<file path="config.mk">
export PLATFORM = sky130hd
export DESIGN_NAME = mc_ctrl
export DESIGN_NICKNAME = d
export VERILOG_FILES = /design/src/rtl/mc_ctrl.sv
export SDC_FILE = /design/constraint.sdc
export NUM_CORES = 1
export LEC_CHECK = 0
export BUFFER_PORTS_ARGS = -buffer_cell sky130_fd_sc_hd__buf_2
export CAP_MARGIN = 10
export CORE_MARGIN = 1
export CORE_UTILIZATION = 33
export CTS_CLUSTER_DIAMETER = 40
export DETAILED_ROUTE_END_ITERATION = 8
export SETUP_SLACK_MARGIN = 0.05
export SYNTH_ARGS = -nofsm -noshare
export SYNTH_HDL_FRONTEND = slang
export SYNTH_SLANG_ARGS = --single-unit
</file>
<file path="constraint.sdc">
create_clock -name clk -period 2.3 [get_ports clk]
set_input_delay 0.575 -clock clk [delete_from_list [all_inputs] [get_ports clk]]
set_output_delay 0.575 -clock clk [all_outputs]
set_load 0.02 [all_outputs]
</file>
<file path="src/rtl/mc_ctrl.sv">
// Multi-cycle main controller: decodes op/funct and sequences one state per clock.
// Optional feature macro: CTRL_ADDIU_EN (decodes addiu as an I-type ALU instruction).
module mc_ctrl (
    input  logic       clk,
    input  logic       reset,
    input  logic [5:0] op,
    input  logic [5:0] funct,
    input  logic       zero,
    output logic       pcwr,
    output logic       irwr,
    output logic       regwr,
    output logic       memwr,
    output logic [1:0] extop,
    output logic       alusrc,
    output logic [2:0] aluop,
    output logic [1:0] regdst,
    output logic [1:0] memtoreg,
    output logic [1:0] npcop
);
    typedef enum logic [3:0] {
        FETCH  = 4'd0,
        DECODE = 4'd1,
        EXE    = 4'd2,
        ALUWB  = 4'd3,
        MADDR  = 4'd4,
        MRD    = 4'd5,
        MWB    = 4'd6,
        MWR    = 4'd7,
        BRANCH = 4'd8,
        JUMP   = 4'd9
    } state_e;

    typedef struct packed {
        logic       pcwr;
        logic       irwr;
        logic       regwr;
        logic       memwr;
        logic       alusrc;
        logic [2:0] aluop;
        logic [1:0] regdst;
        logic [1:0] memtoreg;
        logic [1:0] npcop;
    } ctrl_t;

    localparam logic [5:0] OP_RTYPE = 6'b000000;
    localparam logic [5:0] OP_ORI   = 6'b001101;
    localparam logic [5:0] OP_LW    = 6'b100011;
    localparam logic [5:0] OP_SW    = 6'b101011;
    localparam logic [5:0] OP_BEQ   = 6'b000100;
    localparam logic [5:0] OP_LUI   = 6'b001111;
    localparam logic [5:0] OP_J     = 6'b000010;
    localparam logic [5:0] OP_JAL   = 6'b000011;
    localparam logic [5:0] FN_ADDU  = 6'b100001;
    localparam logic [5:0] FN_SUBU  = 6'b100011;
    localparam logic [5:0] FN_JR    = 6'b001000;

    logic is_r, r_addu, r_subu, r_jr;
    logic i_ori, i_lw, i_sw, i_beq, i_lui, i_j, i_jal, i_addiu;
    logic [1:0] ext_c;
    state_e state_q, state_d;
    ctrl_t  ctrl_q, ctrl_d;

    assign is_r   = (op == OP_RTYPE);
    assign r_addu = is_r && (funct == FN_ADDU);
    assign r_subu = is_r && (funct == FN_SUBU);
    assign r_jr   = is_r && (funct == FN_JR);
    assign i_ori  = (op == OP_ORI);
    assign i_lw   = (op == OP_LW);
    assign i_sw   = (op == OP_SW);
    assign i_beq  = (op == OP_BEQ);
    assign i_lui  = (op == OP_LUI);
    assign i_j    = (op == OP_J);
    assign i_jal  = (op == OP_JAL);
`ifdef CTRL_ADDIU_EN
    localparam logic [5:0] OP_ADDIU = 6'b001001;
    assign i_addiu = (op == OP_ADDIU);
`else
    assign i_addiu = 1'b0;
`endif

    always_comb begin
        ext_c = 2'b00;
        if (i_lw || i_sw || i_beq || i_addiu) ext_c = 2'b01;
        else if (i_lui)                       ext_c = 2'b10;
    end

    always_comb begin
        state_d = FETCH;
        case (state_q)
            FETCH:  state_d = DECODE;
            DECODE: begin
                if (r_addu || r_subu || i_ori || i_lui || i_addiu) state_d = EXE;
                else if (i_lw || i_sw)                           state_d = MADDR;
                else if (i_beq)                                  state_d = BRANCH;
                else if (i_j || i_jal || r_jr)                   state_d = JUMP;
                else                                             state_d = FETCH;
            end
            EXE:    state_d = ALUWB;
            MADDR:  state_d = i_lw ? MRD : MWR;
            MRD:    state_d = MWB;
            default: state_d = FETCH;
        endcase
    end

    // Controls are registered from the upcoming state; op/funct are already stable when they matter.
    always_comb begin
        ctrl_d = '0;
        case (state_d)
            FETCH: begin
                ctrl_d.pcwr = 1'b1;
                ctrl_d.irwr = 1'b1;
            end
            EXE: begin
                ctrl_d.alusrc = !is_r;
                if (r_subu)     ctrl_d.aluop = 3'b001;
                else if (i_ori) ctrl_d.aluop = 3'b010;
            end
            ALUWB: begin
                ctrl_d.regwr  = 1'b1;
                ctrl_d.regdst = is_r ? 2'b01 : 2'b00;
            end
            MADDR: ctrl_d.alusrc = 1'b1;
            MWB: begin
                ctrl_d.regwr    = 1'b1;
                ctrl_d.memtoreg = 2'b01;
            end
            MWR:    ctrl_d.memwr = 1'b1;
            BRANCH: begin
                ctrl_d.aluop = 3'b001;
                ctrl_d.npcop = 2'b01;
            end
            JUMP: begin
                ctrl_d.pcwr  = 1'b1;
                ctrl_d.npcop = r_jr ? 2'b11 : 2'b10;
                if (i_jal) begin
                    ctrl_d.regwr    = 1'b1;
                    ctrl_d.regdst   = 2'b10;
                    ctrl_d.memtoreg = 2'b10;
                end
            end
            default: ;
        endcase
    end

    always_ff @(posedge clk) begin
        if (reset) begin
            state_q     <= FETCH;
            ctrl_q      <= '0;
            ctrl_q.pcwr <= 1'b1;
            ctrl_q.irwr <= 1'b1;
        end else begin
            state_q <= state_d;
            ctrl_q  <= ctrl_d;
        end
    end

    // Branch PC write follows the live zero flag; reset masks every output immediately.
    assign pcwr     = !reset && (ctrl_q.pcwr || (state_q == BRANCH && zero));
    assign irwr     = !reset && ctrl_q.irwr;
    assign regwr    = !reset && ctrl_q.regwr;
    assign memwr    = !reset && ctrl_q.memwr;
    assign alusrc   = !reset && ctrl_q.alusrc;
    assign aluop    = reset ? 3'b000 : ctrl_q.aluop;
    assign regdst   = reset ? 2'b00 : ctrl_q.regdst;
    assign memtoreg = reset ? 2'b00 : ctrl_q.memtoreg;
    assign npcop    = reset ? 2'b00 : ctrl_q.npcop;
    assign extop    = reset ? 2'b00 : ext_c;
endmodule

</file>
**Word-level counts from Yosys, hierarchy flattened**

Index checks and enable logic that the tools add are counted.

- Bits in registers: 18
- Input bits: 15
- Output and inout port bits: 16
- Word-level logic and storage cells: 84

- Eq/ne operators: 22
- Multiplexer cells: 28
- Reductions and logical operators: 24

Operators with widths:

| cell | number |
|---|---|
| $eq A6 B6 Y1 const B | 4 |
| $eq A4 B3 Y1 const B | 5 |
| $mux W4 | 5 |
| $pmux W4 S5 | 1 |
| $eq A6 B4 Y1 const B | 3 |
| $mux W2 | 8 |
| $eq A4 B2 Y1 const B | 3 |
| $eq A4 B4 Y1 const B | 3 |
| $eq A6 B2 Y1 const B | 2 |
| $pmux W2 S2 | 3 |
| $logic_and A1 B1 Y1 | 9 |
| $logic_not A4 Y1 | 2 |
| $logic_or A1 B1 Y1 | 8 |
| $eq A6 B3 Y1 const B | 1 |
| $logic_not A6 Y1 | 1 |
| $mux W1 | 6 |
| $mux W3 | 2 |
| $pmux W3 S2 | 1 |
| $eq A4 B1 Y1 const B | 1 |
| $pmux W1 S2 | 2 |
| $reduce_or A2 Y1 | 2 |
| $logic_not A1 Y1 | 2 |

**Longest topological paths before layout**

Gate-level depths: netlist of the first run.

- Word-level depth: 11
- Mapped depth: 7
- Gate-level depth less buffers: 6

**Worst setup path after synthesis of the first run**

No wires, ideal clock.

- Path type: input to output
- Start point: in op[1]
- End point: out extop[0]
- Data arrival time: 1.563 ns
- Required time: 1.725 ns
- Slack: 0.162 ns
- Cell stages on the path: 4
- Buffers on the path: 1
- Path through: buf_2 > nor2_1 > nand3_1 > a211oi_1

- Word-level cells in the longest chain between the ends: 5
- Elaborated cells between the ends (all ways): 7
- Those cells by class: eq/ne (3); mux (2); reduce/logical (2)

RTL lines:

| what | RTL line | text |
|---|---|---|
| from (decl) | 6 | `input logic [5:0] op,` |
| $eq A6 B6 Y1 (on tied branches) | 68, 69 |  |
| $logic_or A1 B1 Y1 | 83 | `if (i_lw \|\| i_sw \|\| i_beq \|\| i_addiu) ext_c = 2'b01;` |
| $logic_or A1 B1 Y1 (*) | 83 |  |
| $mux W2 (*) | 83 |  |
| $mux W2 (*) | 167 | `assign extop = reset ? 2'b00 : ext_c;` |
| to (decl) | 13 | `output logic [1:0] extop,` |

Every way passes the cells marked *; elsewhere a longest branch is shown, timed or not.

**Final worst setup path of the first run**

- Start point: in op[2]
- End point: out extop[0]

The elaborated chain is that of the path after synthesis.

==> flow_summary.yaml, run 1 <==
timing:
  max_freq_mhz: 488
  final_max_slew_viol_count: 0
  min_period_ps: 2050
  finalHoldViolations: 0
  post-route-period-util: 0.891
  totalNegativeSetupSlack_ps: 0
  skew_ps: 6.20
  rsz0062_at_grt: "false"
  holdWs_ps: 561
  setup_viol: 0
  timing.final.ws_setup_ps: 250
clocking:
  cts_setup_buffers: 0
  cts_tree: "built"
  postCtsHoldBufs: 0
  clockBufferDepth: 2
  path_clk_slew_ps: 80
  cts_htree_levels: 1
  cts_sinks: 16
  cts_resized: 0
  cts_buffers: 3
  clock_latency_ps: 280
  clockRootBuffer: "clkbuf_4"
pwr:
  p_int_uw: 410
  clockPowerShare: 0.322
  p_leak_uw: 0.000499
  p_seq_frac: 0.518
  ir_drop_mv: 0.393
  swShare: 0.256
  power.switching_uw: 141
  p_per_area_nw_per_um2: 495
  pwr-share-comb: 0.160
route:
  drc_errors: 0
  first_iter_violations: 10
  vias: 851
  firstDrtPassIters: 4
  ant_nets: 0
  viasPerCell: 5.25
  wire_per_inst_um: 12.5
  routed_wl_um: 2030
finish:
  postLayoutCoreUtil: 0.434
  final_common_cell: "buf_2"
  nets: 148
  synthToLayoutAreaGrowth_pct: 21.1
  stdcell_area_sq_um: 1110
  final_cell_mix: "buf_2 (29), dfxtp_1 (16), nor2b_1 (11)"
  layout-drive-gt1-share: 0.356
  antennaDiodeCount: 0
yosys:
  ys_seq_area_frac: 0.348
  synth_top_area_share: 0.348
  ys_types: 42
  ys_ff_latch: 16
  avgSynthCellArea_sq_um: 8.85
  synth_nets: 119
  synth_top_cell_by_area: "dfxtp_1"
  synthTopCellsByArea: "dfxtp_1 (35%), nor2b_1 (7.5%), nor2_1 (4.1%), nand3_1 (3.3%), nor3_1 (3.3%)"
  synthCells: 104
  synthesis.area_sq_um: 921
  yosysWarningCount: 0
grt:
  grt_busiest_layer: "met2"
  grt.met1_usage: 0.193
  grt_use_met2: 0.263
  track_usage: 0.157
  gr-total-overflow: 0
  grt_start_max_net_pins: 22
  grt_pass1_wl_um: 3330
  antenna_found_initial: 0
  met3_usage: 0.0417
  grt_pass1_vias: 775
floorplanning:
  rows: 18
  die_h_um: 54.8
  start_util: 0.359
  die_area_sq_um: 3010
  chipWidth_um: 54.8
  core_sq_um: 2570
  pin_count: 31
placement:
  hpwlAfterDp_um: 1590
  port_buffers: 29
  preCtsSetupSlack_ps: 243
  post_dp_cell_area_sq_um: 1080
  gp_congestion: 0.868
outcome:
  outcome: "finished clean"
worst_hold_path:
  hold_path_class: "primary input to register"
  hold_end: "ctrl_q[6]$_SDFF_PP0_"
  min_from: "funct[1]"
  min_delay_path_depth: 3
worst_setup_path:
  startpoint_type: "primary input"
  worstPathRequired_ps: 1730
  rr_worst_depth: 6
  reg2reg_setup_slack_ps: 680
  cp-end-kind: "primary output"
  r2r-end: "ctrl_q[0]$_SDFF_PP0_"
  rr_startpoint: "state_q[1]$_SDFF_PP0_"
  cp.arrival_ps: 1470
  worstSetupPathType: "primary input to primary output"
  cp_max_fo: 8
job:
  drv_cap: 0
## flip-flops by register name (all words and copies together) (netlist names)
name / cells
ctrl_q: 12
state_q: 4
## synthesized netlist by cell type, drive strengths merged
library cell / number
buf: 4
nor4b: 2
a21oi: 1
nor3: 8
nand2b: 3
and3b: 1
a22oi: 1
o31ai: 2
a211o: 1
a21o: 2
inv: 3
nand2: 7
nor2b: 11
or2: 1
dfxtp: 16
nand3: 6
a41oi: 2
and2: 2
a32oi: 1
nor4: 2
nand4: 3
nor2: 11
a31oi: 2
o21ai: 1
a211oi: 2
o211ai: 1
mux2i: 1
o41ai: 1
nor3b: 1
conb: 1
nand4b: 1
o21bai: 1
clkbuf: 2
## cell type report
cell class / instances / area (sq um)
clock buffer: 4 / 36.3
tap: 30 / 37.5
multi-input combinational: 79 / 557
inverter: 3 / 11.3
fill: 278 / 1450
sequential: 16 / 320
timing repair buffer: 30 / 153
## how the worst max path moves through the flow
| stage | start | endpoint | slack [ps] | depth (start not counted) |
|---|---|---|---|---|
| 6_report | op[2] | extop[0] | 250 | 4 |
| 2_1_floorplan | op[1] | extop[0] | 160 | 4 |
| 3_5_place_dp | op[0] | extop[0] | 240 | 5 |
| 3_3_place_gp | op[0] | extop[0] | 250 | 5 |
| 5_1_grt | op[1] | extop[0] | 170 | 5 |
| 4_1_cts | op[0] | extop[0] | 240 | 5 |
## power by group through the flow
stage	Clock (uW)	Combinational, uW	Sequential [uW]
3_3_place_gp	0	86.9	292
2_1_floorplan	0	55.1	291
6_report	178	88.4	286
4_1_cts	185	88.5	286
5_1_grt	195	97.8	286
3_5_place_dp	0	88.1	292
## per-layer routing
layer | up-vias | share of wire
li1 | 432 | -
met1 | 393 | 0.46
met2 | 24 | 0.48
met3 | 2 | 0.057
met4 | 0 | 0.0059
met5 | - | 0
## critical path, stage by stage
cell and delay, ps:
buf_2 160, nand4b_1 280, a211oi_1 250, buf_2 200
## kinds of logic after synthesis
kind of cell           count (synthesis)  synth area share
DFF                                   16             0.348
and+or+nand+nor                       59             0.406
other                                  1           0.00407
buffers and inverters                  9            0.0476
AOI/OAI and AO/OA                     18             0.183
muxes                                  1            0.0109
## through the flow
stage,cells,total power [uW]
detailed placement,158,380
CTS,162,559
global placement,158,379
finish,162,552
global route,162,580
floorplan,104,346
No activity file was read; power rests on OpenSTA's default activity.
==> run 2: changes to the inputs <==
Settings changed: ABC_AREA set to 1, CELL_PAD_IN_SITES_DETAIL_PLACEMENT set to 0, CELL_PAD_IN_SITES_GLOBAL_PLACEMENT set to 1, PLACE_DENSITY_LB_ADDON set to 0.1.
==> run 2 against run 1 <==
Compared with the run above: sequential power hardly changed; non-clock buffer count unchanged; sequential cell count did not move; first-iteration DRC count grew 50%; global-route usage down 1.7 points; critical path type unchanged; highest routed layer unchanged.
==> flow_summary.yaml, run 2 <==
worst_setup_path:
  cp_max_fo: 4
  cpMostUsedCell: "buf_2"
  worstSetupPathType: "primary input to primary output"
  rr_startpoint: "state_q[1]$_SDFF_PP0_"
  reg2reg_setup_slack_ps: 930
  cp-end-kind: "primary output"
  cp_top_family: "simple AND/OR/NAND/NOR gates"
  path_buf_inv: 2
  startpoint_type: "primary input"
  crit_start: "op[5]"
  max_stage_delay_ps: 170
  path_cells: "buf_2 -> nor2_4 -> nand3_2 -> a21oi_1 -> buf_2"
  cp.arrival_ps: 1320
  crit_slowest_cell: "nor2_4"
  worstPathRequired_ps: 1730
floorplanning:
  start_util: 0.344
  pin_count: 31
  die_area_sq_um: 3380
  chipWidth_um: 58.2
  rows: 20
  core_sq_um: 3030
  die_h_um: 58.2
pwr:
  p_leak_uw: 0.000691
  p_per_area_nw_per_um2: 445
  ir_drop_mv: 0.248
  power.total_uw: 562
yosys:
  synth_top_cell_by_area: "dfxtp_1"
  synthesis.area_sq_um: 1040
  ys_types: 26
  synth_top_area_share: 0.308
  yosys.cell_count.top_type: "nor2_1"
  avgSynthCellArea_sq_um: 7.08
  ys_top_cells_by_count: "nor2_1 (24), inv_1 (21), nand2_1 (18), dfxtp_1 (16)"
  synthTopCellsByArea: "dfxtp_1 (31%), nor2_1 (8.7%), inv_1 (7.6%), nand2_1 (6.5%), nand2_2 (4.8%)"
  ys.flop_type: "dfxtp_1"
  synth_nets: 162
  synthCells: 147
  async_flop_share: 0
  ys_seq_area_frac: 0.308
  yosysWarningCount: 0
  ys_ff_latch: 16
  synth_edf_count: 0
finish:
  nets: 193
  final_cell_mix: "buf_2 (29), nor2_1 (24), inv_1 (21)"
  largest_reg_flops: 12
  synthToLayoutAreaGrowth_pct: 21.3
  layout-drive-gt1-share: 0.395
  antennaDiodeCount: 0
  regMostFlops: "ctrl_q"
  final_common_cell: "buf_2"
  reg.largest.list: "ctrl_q x12, state_q x4"
worst_hold_path:
  min_from: "state_q[1]$_SDFF_PP0_"
  hold_path_class: "register to register"
clocking:
  clock_latency_ps: 280
  path_clk_slew_ps: 90
  cts_sinks: 16
  cts_htree_levels: 1
  postCtsHoldBufs: 0
  cts_resized: 0
  cts_buffers: 3
  clockRootBuffer: "clkbuf_4"
  cts_setup_buffers: 0
  clockBufferDepth: 2
  cts_tree: "built"
job:
  drv_cap: 0
timing:
  max_freq_mhz: 528
  setup_viol: 0
  rsz0062_at_grt: "false"
  totalNegativeSetupSlack_ps: 0
  skew_ps: 5.53
  finalHoldViolations: 0
  min_period_ps: 1890
  final_max_slew_viol_count: 0
  post-route-period-util: 0.823
placement:
  gp_congestion: 0.781
  port_buffers: 29
  hpwlAfterDp_um: 1700
grt:
  track_usage: 0.140
  gr-total-overflow: 0
  grt_start_max_net_pins: 16
  antenna_found_initial: 0
  grt_pass1_vias: 834
  grt_pass1_wl_um: 3670
route:
  drc_errors: 0
  wire_per_inst_um: 9.10
  viasPerCell: 4.10
  firstDrtPassIters: 4
  vias: 906
  routed_wl_um: 2010
  ant_nets: 0
  first_iter_violations: 15
outcome:
  outcome: "finished clean"
[run 2: final timing paths]
check,end,cells past startpoint
max,extop[0],5
min,ctrl_q[4]$_SDFF_PP0_,2
max reg2reg,ctrl_q[13]$_SDFF_PP1_,8
min reg2reg,ctrl_q[4]$_SDFF_PP0_,2
[run 2: final cells by class]
class,instances,area (sq um)
fill,338,1770
multi-input combinational,99,593
sequential,16,320
timing repair buffer,30,153
inverter,28,105
tap,44,55.1
clock buffer,4,36.3
[run 2: kinds of logic (layout without fill, tap and decap cells)]
logic type	count (synthesis)	count (layout)	share of synthesized area
and+or+nand+nor	87	87	0.500
other	1	1	0.00360
AOI/OAI and AO/OA	11	11	0.0661
DFF	16	16	0.308
buffers and inverters	32	62	0.123
[run 2: power by group]
part           internal (uW)  leakage, uW  switching (uW)
Combinational           34.0     0.000540            61.0
Sequential               283     0.000130            4.55
Clock                   96.3    0.0000210            83.1
Total                    413     0.000691             149
[run 2: through the flow]
stage	instances	instance area [sq um]	utilization	worst slack, ps	hold WS [ps]
after floorplan	147	1040	-	221	477
after global placement	217	1230	0.405	433	531
after global routing	221	1260	0.417	293	580
after CTS	221	1260	0.417	399	547
final	221	1260	0.417	407	558
after detailed placement	217	1230	0.405	406	525
[run 2: worst register-to-register path, stage by stage, from the launching register on]
cell     delay [ps]
dfxtp_1         340
inv_1           150
nand3_1         150
nor2_1          260
a21oi_2         110
nand2_2          90
nor2_4           40
nand2_2          60
nand3_2          60
[run 2: layer usage]
| metal | track usage | wire length (um) |
|---|---|---|
| met3 | 0.0335 | 80 |
| met2 | 0.225 | 904 |
| met1 | 0.187 | 1020 |
| met5 | 0 | 0 |
| met4 | 0.0408 | 10 |
==> run 3: changes to the inputs <==
Clock period 2.3 ns to 1.84 ns, I/O delays scaled along.
==> run 3 against run 2 <==
Compared with the run above: power is 26% higher; first-iteration DRC count is 27% lower; non-clock buffer count is 3 higher; cell count is 1.4% higher; critical endpoint unchanged; setup slack worse by 240 ps; highest routed layer unchanged; design area is 3.0% higher; sequential share of layout area is 0.64 points lower; largest cell class unchanged; wire length is 2.5% higher.
==> flow_summary.yaml, run 3 (synthesis results as in run 2) <==
worst_hold_path:
  min_delay_path_depth: 4
  hold_end: "ctrl_q[7]$_SDFF_PP0_"
  hold_path_class: "primary input to register"
  min_from: "op[1]"
job:
  drv_cap: 0
clocking:
  cts_htree_levels: 1
  clock_latency_ps: 280
  postCtsHoldBufs: 0
  clockBufferDepth: 2
  cts_tree: "built"
  cts_sinks: 16
  clockRootBuffer: "clkbuf_4"
  path_clk_slew_ps: 80
  cts_buffers: 3
floorplanning:
  core_sq_um: 3030
  chipWidth_um: 58.2
  start_util: 0.344
  die_h_um: 58.2
  rows: 20
  die_area_sq_um: 3380
  pin_count: 31
finish:
  largest_reg_flops: 12
  nets: 196
  reg.largest.list: "ctrl_q x12, state_q x4"
  layout-drive-gt1-share: 0.428
  synthToLayoutAreaGrowth_pct: 24.9
  final_cell_mix: "buf_2 (28), nor2_1 (24), inv_1 (20)"
  regMostFlops: "ctrl_q"
  final_common_cell: "buf_2"
  antennaDiodeCount: 0
  postLayoutCoreUtil: 0.429
route:
  wire_per_inst_um: 9.20
  viasPerCell: 4.13
  drc_errors: 0
  ant_nets: 0
  first_iter_violations: 11
  firstDrtPassIters: 4
  routed_wl_um: 2060
  vias: 926
placement:
  preCtsSetupSlack_ps: 152
  gp_congestion: 0.821
  hpwlAfterDp_um: 1760
  port_buffers: 29
pwr:
  p_leak_uw: 0.000706
  ir_drop_mv: 0.348
  power.total_uw: 708
  p_per_area_nw_per_um2: 544
worst_setup_path:
  cp.arrival_ps: 1210
  rr_worst_depth: 7
  crit_slowest_cell: "buf_2"
  worstPathRequired_ps: 1380
  rr_startpoint: "state_q[2]$_SDFF_PP0_"
  worstSetupPathType: "primary input to primary output"
  cpMostUsedCell: "buf_2"
  cp_max_fo: 4
  cp-end-kind: "primary output"
  max_stage_delay_ps: 180
  reg2reg_setup_slack_ps: 520
  path_cells: "buf_2 -> nand2_1 -> inv_2 -> nand3_1 -> a21oi_1 -> buf_2"
  r2r-end: "ctrl_q[13]$_SDFF_PP1_"
  startpoint_type: "primary input"
grt:
  gr-total-overflow: 0
  grt_busiest_layer: "met2"
  track_usage: 0.140
  grt_pass1_wl_um: 3570
  met3_usage: 0.0402
  antenna_found_initial: 0
  grt_use_met2: 0.235
  grt_pass1_vias: 829
  grt_start_max_net_pins: 19
  grt.met1_usage: 0.175
timing:
  max_freq_mhz: 598
  holdWs_ps: 485
  totalNegativeSetupSlack_ps: 0
  post-route-period-util: 0.909
  timing.final.ws_setup_ps: 167
  skew_ps: 2.01
  rsz0062_at_grt: "false"
  setup_viol: 0
  min_period_ps: 1670
  finalHoldViolations: 0
  final_max_slew_viol_count: 0
outcome:
  outcome: "finished clean"
## run 3: routing by layer
metal  share of wire  vias to the layer above
li1                -                      512
met1            0.48                      392
met2            0.46                       20
met3           0.048                        2
met4          0.0049                        0
met5               0                        -
## run 3: worst max-delay path by stage
stage,start,end,slack [ps],cells past startpoint
5_1_grt,op[1],extop[0],60,6
3_5_place_dp,reset,extop[1],150,3
4_1_cts,state_q[1]$_SDFF_PP0_,pcwr,50,5
6_report,op[1],extop[0],170,6
2_1_floorplan,reset,regdst[1],170,3
3_3_place_gp,op[0],extop[0],190,5
## run 3: cell type report
| class | count | area (sq um) |
|---|---|---|
| Clock buffer | 4 | 36.3 |
| Inverter | 28 | 105 |
| Sequential cell | 16 | 322 |
| Timing Repair Buffer | 33 | 178 |
| Tap cell | 44 | 55.1 |
| Fill cell | 338 | 1730 |
| Multi-Input combinational cell | 99 | 604 |
## run 3: stage by stage
stage	std cells	cell area, sq um
floorplan	147	1050
global placement	219	1250
detailed placement	219	1250
CTS	223	1280
global route	224	1300
finish	224	1300
## run 3: power breakdown
group / leakage, uW / total (uW) / internal (uW) / switching (uW)
combinational: 0.000554 / 124 / 46.8 / 77.2
clock: 0.0000210 / 224 / 120 / 103
sequential: 0.000130 / 360 / 354 / 6.28
total: 0.000706 / 708 / 521 / 187
## run 3: what timing repair did
item | 4_1_cts | 5_1_grt
gates resized for setup | 0 | 4
setup buffers | 0 | 1
endpoints found under the setup margin | 0 | 1
## run 3: worst max-delay path: cells and delay by family
family,cells,cell delay [ps]
and+or+nand+nor,2,230
buffers and inverters,3,380
AOI/OAI and AO/OA,1,150
